<file path="src/rtl/serial_subtractor8b_pkg.sv">
// rtl/serial_subtractor8b_pkg.sv - shared state encodings for the bit-serial subtractor
package serial_subtractor8b_pkg;

  localparam logic [1:0] ST_IDLE  = 2'd0;
  localparam logic [1:0] ST_SHIFT = 2'd1;
  localparam logic [1:0] ST_DONE  = 2'd2;

endpackage

</file>
<file path="src/rtl/serial_subtractor8b_fullsubtractor1b.sv">
// rtl/serial_subtractor8b_fullsubtractor1b.sv - combinational one-bit full subtractor cell
module fullsubtractor1b (
  input  logic x,
  input  logic y,
  input  logic bin,
  output logic diff,
  output logic bout
);

  assign diff = x ^ y ^ bin;
  assign bout = (~x & y) | (~(x ^ y) & bin);

endmodule

</file>
<file path="src/rtl/serial_subtractor8b.sv">
// rtl/serial_subtractor8b.sv - bit-serial a-b-bin, LSB first, start/ready/done handshake
module serial_subtractor8b
  import serial_subtractor8b_pkg::*;
#(
  parameter int WIDTH = 8
) (
  input  logic             clk,
  input  logic             rst,
  input  logic             start,
  input  logic [WIDTH-1:0] a,
  input  logic [WIDTH-1:0] b,
  input  logic             bin,
  output logic             ready,
  output logic             busy,
  output logic             done,
  output logic [WIDTH-1:0] d,
  output logic             bout,
  output logic             ovf
);

  localparam int CW = $clog2(WIDTH);
  localparam logic [CW-1:0] LAST = CW'(WIDTH - 1);

  logic [1:0]       state;
  logic [CW-1:0]    cnt;
  logic             borrow;
  logic [WIDTH-1:0] a_sh;
  logic [WIDTH-1:0] b_sh;
  logic [WIDTH-1:0] res_sh;
  logic             a_msb;
  logic             b_msb;
  logic             fs_diff;
  logic             fs_bout;
  logic [WIDTH-1:0] res_next;

  fullsubtractor1b u_cell (
    .x    (a_sh[0]),
    .y    (b_sh[0]),
    .bin  (borrow),
    .diff (fs_diff),
    .bout (fs_bout)
  );

  assign res_next = {fs_diff, res_sh[WIDTH-1:1]};

  assign ready = (state == ST_IDLE);
  assign busy  = (state == ST_SHIFT);
  assign done  = (state == ST_DONE);

  always_ff @(posedge clk or posedge rst) begin
    if (rst) begin
      state  <= ST_IDLE;
      cnt    <= '0;
      borrow <= 1'b0;
      a_sh   <= '0;
      b_sh   <= '0;
      res_sh <= '0;
      a_msb  <= 1'b0;
      b_msb  <= 1'b0;
      d      <= '0;
      bout   <= 1'b0;
      ovf    <= 1'b0;
    end else begin
      case (state)
        ST_IDLE: begin
          if (start) begin
            a_sh   <= a;
            b_sh   <= b;
            a_msb  <= a[WIDTH-1];
            b_msb  <= b[WIDTH-1];
            borrow <= bin;
            cnt    <= '0;
            state  <= ST_SHIFT;
          end
        end
        ST_SHIFT: begin
          borrow <= fs_bout;
          res_sh <= res_next;
          a_sh   <= a_sh >> 1;
          b_sh   <= b_sh >> 1;
          // Last bit: publish the result; the counter parks at LAST.
          if (cnt == LAST) begin
            d     <= res_next;
            bout  <= fs_bout;
            ovf   <= (a_msb ^ b_msb) & (a_msb ^ fs_diff);
            state <= ST_DONE;
          end else begin
            cnt <= cnt + 1'b1;
          end
        end
        ST_DONE: state <= ST_IDLE;
        default: state <= ST_IDLE;
      endcase
    end
  end

endmodule

</file>
<file path="config.mk">
export PLATFORM = sky130hd
export DESIGN_NAME = serial_subtractor8b
export DESIGN_NICKNAME = d
export VERILOG_FILES = /design/src/rtl/serial_subtractor8b_pkg.sv /design/src/rtl/serial_subtractor8b_fullsubtractor1b.sv /design/src/rtl/serial_subtractor8b.sv
export SDC_FILE = /design/constraint.sdc
export NUM_CORES = 1
export LEC_CHECK = 0
export ABC_AREA = 1
export CORE_MARGIN = 2
export CORE_UTILIZATION = 47
export CTS_CLUSTER_SIZE = 12
export DETAILED_ROUTE_END_ITERATION = 6
export GPL_TIMING_DRIVEN = 1
export PLACE_DENSITY = 0.75
export REMOVE_ABC_BUFFERS = 1
export SYNTH_ARGS = -nofsm -noshare
export SYNTH_HDL_FRONTEND = slang
export SYNTH_SLANG_ARGS = --single-unit
</file>
<file path="constraint.sdc">
create_clock -name clk -period 1.2 [get_ports clk]
set_input_delay 0.3 -clock clk [delete_from_list [all_inputs] [get_ports clk]]
set_output_delay 0.3 -clock clk [all_outputs]
set_load 0.01 [all_outputs]
</file>
==> Word level (Yosys, flattened, before mapping) <==
Cells that the tools add are included.
{ "op_classes": {"n_mux": 12, "addsub": 1, "n_bitwise": 10, "eq_ne": 6, "n_reduce_logical": 7} }
{ "ops": {"columns": ["op", "count"], "rows": [
  ["$pmux 8 s2", 2],
  ["$mux 8", 2],
  ["$reduce_and 2->1", 4],
  ["$mux 3", 2],
  ["$pmux 3 s2", 1],
  ["$mux 2", 2],
  ["$ne 2x2->1 const B", 2],
  ["$pmux 2 s2", 1],
  ["$xor 1x1->1", 4],
  ["$add 3x1->3 const B", 1],
  ["$and 1x1->1", 3],
  ["$eq 3x3->1 const B", 1],
  ["$reduce_and 3->1", 1],
  ["$eq 2x1->1 const B", 1],
  ["$eq 2x2->1 const B", 1],
  ["$logic_not 2->1", 1],
  ["$ne 2x1->1 const B", 1],
  ["$not 1->1", 2],
  ["$pmux 1 s2", 1],
  ["$reduce_bool 2->1", 1],
  ["$mux 1", 1],
  ["$or 1x1->1", 1]
]} }
{ "totals": {"out_inout_bits": 13, "elab_cells": 47, "register_bits": 42, "inputBits": 20} }

==> Logic depth before layout (Yosys ltp) <==
{ "logic_depth": {"depth_word": 5, "ltp_mapped": 8, "ltp_nobuf": 7} }

==> Hierarchy <==
Synthesis repeated with hierarchy kept, for this count alone.
{ "unflattened": {"hier_cells": 231, "area_unflattened_um2": 1861.8} }
{ "by_module_without_submodules": {"columns": ["mod", "area_per_inst_um2", "seq_area_each_um2", "n_inst", "cells_per_inst"], "rows": [
  ["serial_subtractor8b", 1830.5, 1026.0, 1, 227],
  ["fullsubtractor1b", 31.3, 0.0, 1, 4]
]} }

==> Least setup slack after synthesis <==
Ideal clock, no wire load.
{ "synth_path": {"kind": "register to register", "startpoint": "register b_sh[0]", "endpoint": "register ovf", "n_path_buf": 0, "t_required_ns": 1.084, "setup_time_ns": 0.116, "t_arrival_ns": 1.158, "slack_ns": -0.075, "synth_period_minus_slack_ns": 1.275, "path_stages_with_launch": 8, "cell_sequence": "dfrtp_1 inv_1 fa_1 inv_1 nand3_1 nand2_1 nand2_1 nand2_1"} }
{ "synth_between": {"elab_chain_cells": 4} }
{ "synth_rtl": {"columns": ["element", "line_no", "text"], "rows": [
  ["start: declaration", "serial_subtractor8b.sv:28", "logic [WIDTH-1:0] b_sh;"],
  ["start signal: assignment", "serial_subtractor8b.sv:80", "b_sh <= b_sh >> 1;"],
  ["$xor 1x1->1 (2 in series)", "serial_subtractor8b_fullsubtractor1b.sv:10", "assign diff = x ^ y ^ bin;"],
  ["named net fs_diff", "serial_subtractor8b.sv:32", "logic fs_diff;"],
  ["$xor 1x1->1", "serial_subtractor8b.sv:85", "ovf <= (a_msb ^ b_msb) & (a_msb ^ fs_diff);"],
  ["$and 1x1->1", "serial_subtractor8b.sv:85", null],
  ["end signal: assignment", "serial_subtractor8b.sv:85", null],
  ["end: declaration", "serial_subtractor8b.sv:18", "output logic ovf"]
]} }
The timed path passes the listed nets, and every way through them passes these cells.
A chain may end at the register's enable or synchronous reset.

==> Final worst setup path <==
{ "layout_path": {"startpoint": "register borrow", "endpoint": "register ovf"} }
{ "layout_between": {"elab_chain_cells": 3} }
{ "layout_rtl": {"columns": ["element", "line_no", "text"], "rows": [
  ["start: declaration", "serial_subtractor8b.sv:26", "logic borrow;"],
  ["start signal: assignment", "serial_subtractor8b.sv:71", "borrow <= bin;"],
  ["start signal: assignment", "serial_subtractor8b.sv:77", "borrow <= fs_bout;"],
  ["$xor 1x1->1", "serial_subtractor8b_fullsubtractor1b.sv:10", null],
  ["named net fs_diff", "serial_subtractor8b.sv:32", null],
  ["$xor 1x1->1", "serial_subtractor8b.sv:85", null],
  ["$and 1x1->1", "serial_subtractor8b.sv:85", null]
]} }
The timed path passes the listed nets, and every way through them passes these cells.

==> impl_metrics.env <==
export IMPL_critPathMaxFanout=3
export IMPL_ys_seq_area_share_pct=54.6
export IMPL_synth_largest_area_cell="dfrtp_1"
export IMPL_yosys_area_top_type_share_pct=54.6
export IMPL_worst_slack_ps=-199
export IMPL_nets=317
export IMPL_grt_pass1_wl_um=7170
export IMPL_required_ps=1390
export IMPL_synth_cell_types=17
export IMPL_h_tree_depth=2
export IMPL_crit_start="borrow"
export IMPL_placedCellCount=316
export IMPL_grt_max_degree=42
export IMPL_cap_violations=0
export IMPL_routedWlPerCell_um=15.9
export IMPL_gp_congestion=0.731
export IMPL_synth_ff_latch_count=41
export IMPL_fin_crit_sh_pct=117
export IMPL_ys_warn_count=0
export IMPL_p_leak_nw=1.54
export IMPL_hp_class="in2async"
export IMPL_crit_type="reg2reg"
export IMPL_status="finished with violations"
export IMPL_avgSynthCellArea_um2=8.24
export IMPL_peakVddDrop_mv=1.35
export IMPL_areaGrowthSynthToFinish_pct=58.5
export IMPL_violations="negative setup slack"
export IMPL_layout_drive_gt1_share_pct=40.7
export IMPL_cp_end_kind="flip-flop"
export IMPL_place_ws_ps=-257
export IMPL_die_h_um=67.2
export IMPL_instances_no_fill=343
export IMPL_tns_ps=-2550
export IMPL_track_usage_pct=21.3
export IMPL_final_util_pct=79.5
export IMPL_final_cell_mix="69 x nand2_1, 41 x dfrtp_1, 22 x nand2_2, 19 x clkdlybuf4s50_1, 18 x nand3_1"
export IMPL_synth_top_family_by_area="simple AND/OR/NAND/NOR gates"
export IMPL_synthCells=228
export IMPL_antenna_cells=0
export IMPL_mostFrequentLayoutCell="nand2_1"
export IMPL_hold_slack_ps=354
export IMPL_fin_skew_ps=7.32
export IMPL_vias=1813
export IMPL_worstMarginPinSlew_ps=223
export IMPL_clkSinkCount=41
export IMPL_initial_core_util_pct=50.2
export IMPL_clk_pin_slew_ps=90
export IMPL_synth_xor_area_share_pct=0
export IMPL_grt_setup_unrepaired="yes"
export IMPL_clk_latency_ps=300
export IMPL_routed_via_density=5.29
export IMPL_coreArea_um2=3740
export IMPL_fin_crit_ps=1400
export IMPL_dp_hpwl_um=2600
export IMPL_r2r_cells=7
export IMPL_postRouteAntennaNets=0
export IMPL_clock_path_buffers=2
export IMPL_post_dp_cell_area_um2=2350
export IMPL_synth_mux_area_share_pct=0
export IMPL_core_rowCount=22
export IMPL_antenna_found_initial=0
export IMPL_power_mw=7.81
export IMPL_drt_iter0_drc=111
export IMPL_critPathSlowestCell="fa_2"
export IMPL_synthSimpleGateAreaFrac_pct=29.2
export IMPL_fmax_mhz=715
export IMPL_synth_compound_area_share_pct=5.93
export IMPL_port_buffers=32
export IMPL_synthAdderAreaFrac_pct=2.40
export IMPL_drt_total_wl_um=5450
export IMPL_powerDensity_nw_per_um2=2620
export IMPL_path_cells="inv_2 -> fa_2 -> inv_2 -> nand3_2 -> nand2_1 -> nand2_1 -> nand2_1"
export IMPL_reg2reg_to="ovf"
export IMPL_slew_violations=0
export IMPL_hold_violations=0
export IMPL_relSlewSlack_pct=85.1
export IMPL_cp_common_cell="nand2_1"
export IMPL_io_pins=33
export IMPL_cp_arrival_ps=1590
export IMPL_setup_viol_count_final=31
export IMPL_startpoint_type="flip-flop"
export IMPL_grt_overflow=0
export IMPL_dr_pass1_iters=4
export IMPL_grt_pass1_vias=1615
export IMPL_drc=0
export IMPL_slowest_delay_ps=610
export IMPL_cts_tree="done"
export IMPL_syn_area_um2=1880
export IMPL_numCtsBuffers=5
export IMPL_synth_area_leaders="dfrtp_1 55%, nand2_1 21%, nand3_1 5.6%, o21ai_0 5.1%, inv_1 3.4%"
export IMPL_dieArea_um2=4520
export IMPL_r2r_start="borrow"
export IMPL_regToRegSetupSlack_ps=-200
export IMPL_final_area_um2=2980
export IMPL_die_w_um=67.2
export IMPL_cts_root_buf="clkbuf_8"
-- power by group --
part	internal [mW]	switching, mW	total, mW
registers	1.99	0.461	2.46
logic	2.11	2.32	4.43
clock network	0.413	0.514	0.926
-- per-layer routing --
layer	wire length (um)	GRT usage, %	share of wire, %
met3	330	6.33	6.1
met5	0	0	0
met1	2200	27.7	40
met4	204	7.65	3.7
met2	2720	33.9	50
-- state kept, by name, summed over array words and instances (netlist names), 2 cells and up --
name    cells
a_sh        8
cnt         3
state       2
d           8
b_sh        8
res_sh      7
-- how the worst max path moves through the flow --
stage	endpoint	slack [ps]	depth (start not counted)
floorplan	ovf	-430	4
global placement	done	-250	2
detailed placement	done	-260	2
CTS	ready	-190	3
global route	ovf	-250	7
finish	ovf	-200	7
-- cell type report --
type                    instances  area [um2]
repair buffers                 68         726
clock inverters                 3        22.5
fillers                       235         767
inverters                      20        90.1
well taps                      48        60.1
clock buffers                   5        68.8
multi-input cells             157         975
repair inverters                1        8.76
flip-flops and latches         41        1030
-- kinds of logic (layout without fill, tap and decap cells) --
family          Yosys count  in the layout
flops                    41             41
buf+inv                  30             97
compound gates           20             20
simple gates            134            134
fa+ha+maj                 3              3
-- critical path: cells and delay by family, from the launching register on --
kind,cells,cell delay (ps)
adders and majority gates,1,610
buffers and inverters,2,120
DFF,1,370
and+or+nand+nor,4,190
-- synthesized netlist by cell type --
cell type / number
nand4_1: 3
buf_6: 2
nor2_1: 3
buf_2: 3
fa_1: 1
clkbuf_1: 1
inv_1: 17
nand2_1: 104
o21ai_0: 19
o21ai_4: 1
buf_4: 4
inv_2: 3
dfrtp_1: 41
nand2_2: 2
ha_1: 2
nand3_1: 21
nor2_4: 1
-- timing repair --
| action | 4_1_cts | 5_1_grt |
|---|---|---|
| hold endpoints to repair | 0 | 0 |
| setup buffers | 8 | 6 |
| setup endpoints to repair | 51 | 43 |
| gates cloned | 1 | 4 |
| resized for setup | 94 | 88 |
| hold buffers | 0 | 0 |
| pin swaps | 8 | 19 |
No activity file was read; power rests on OpenSTA's default activity.
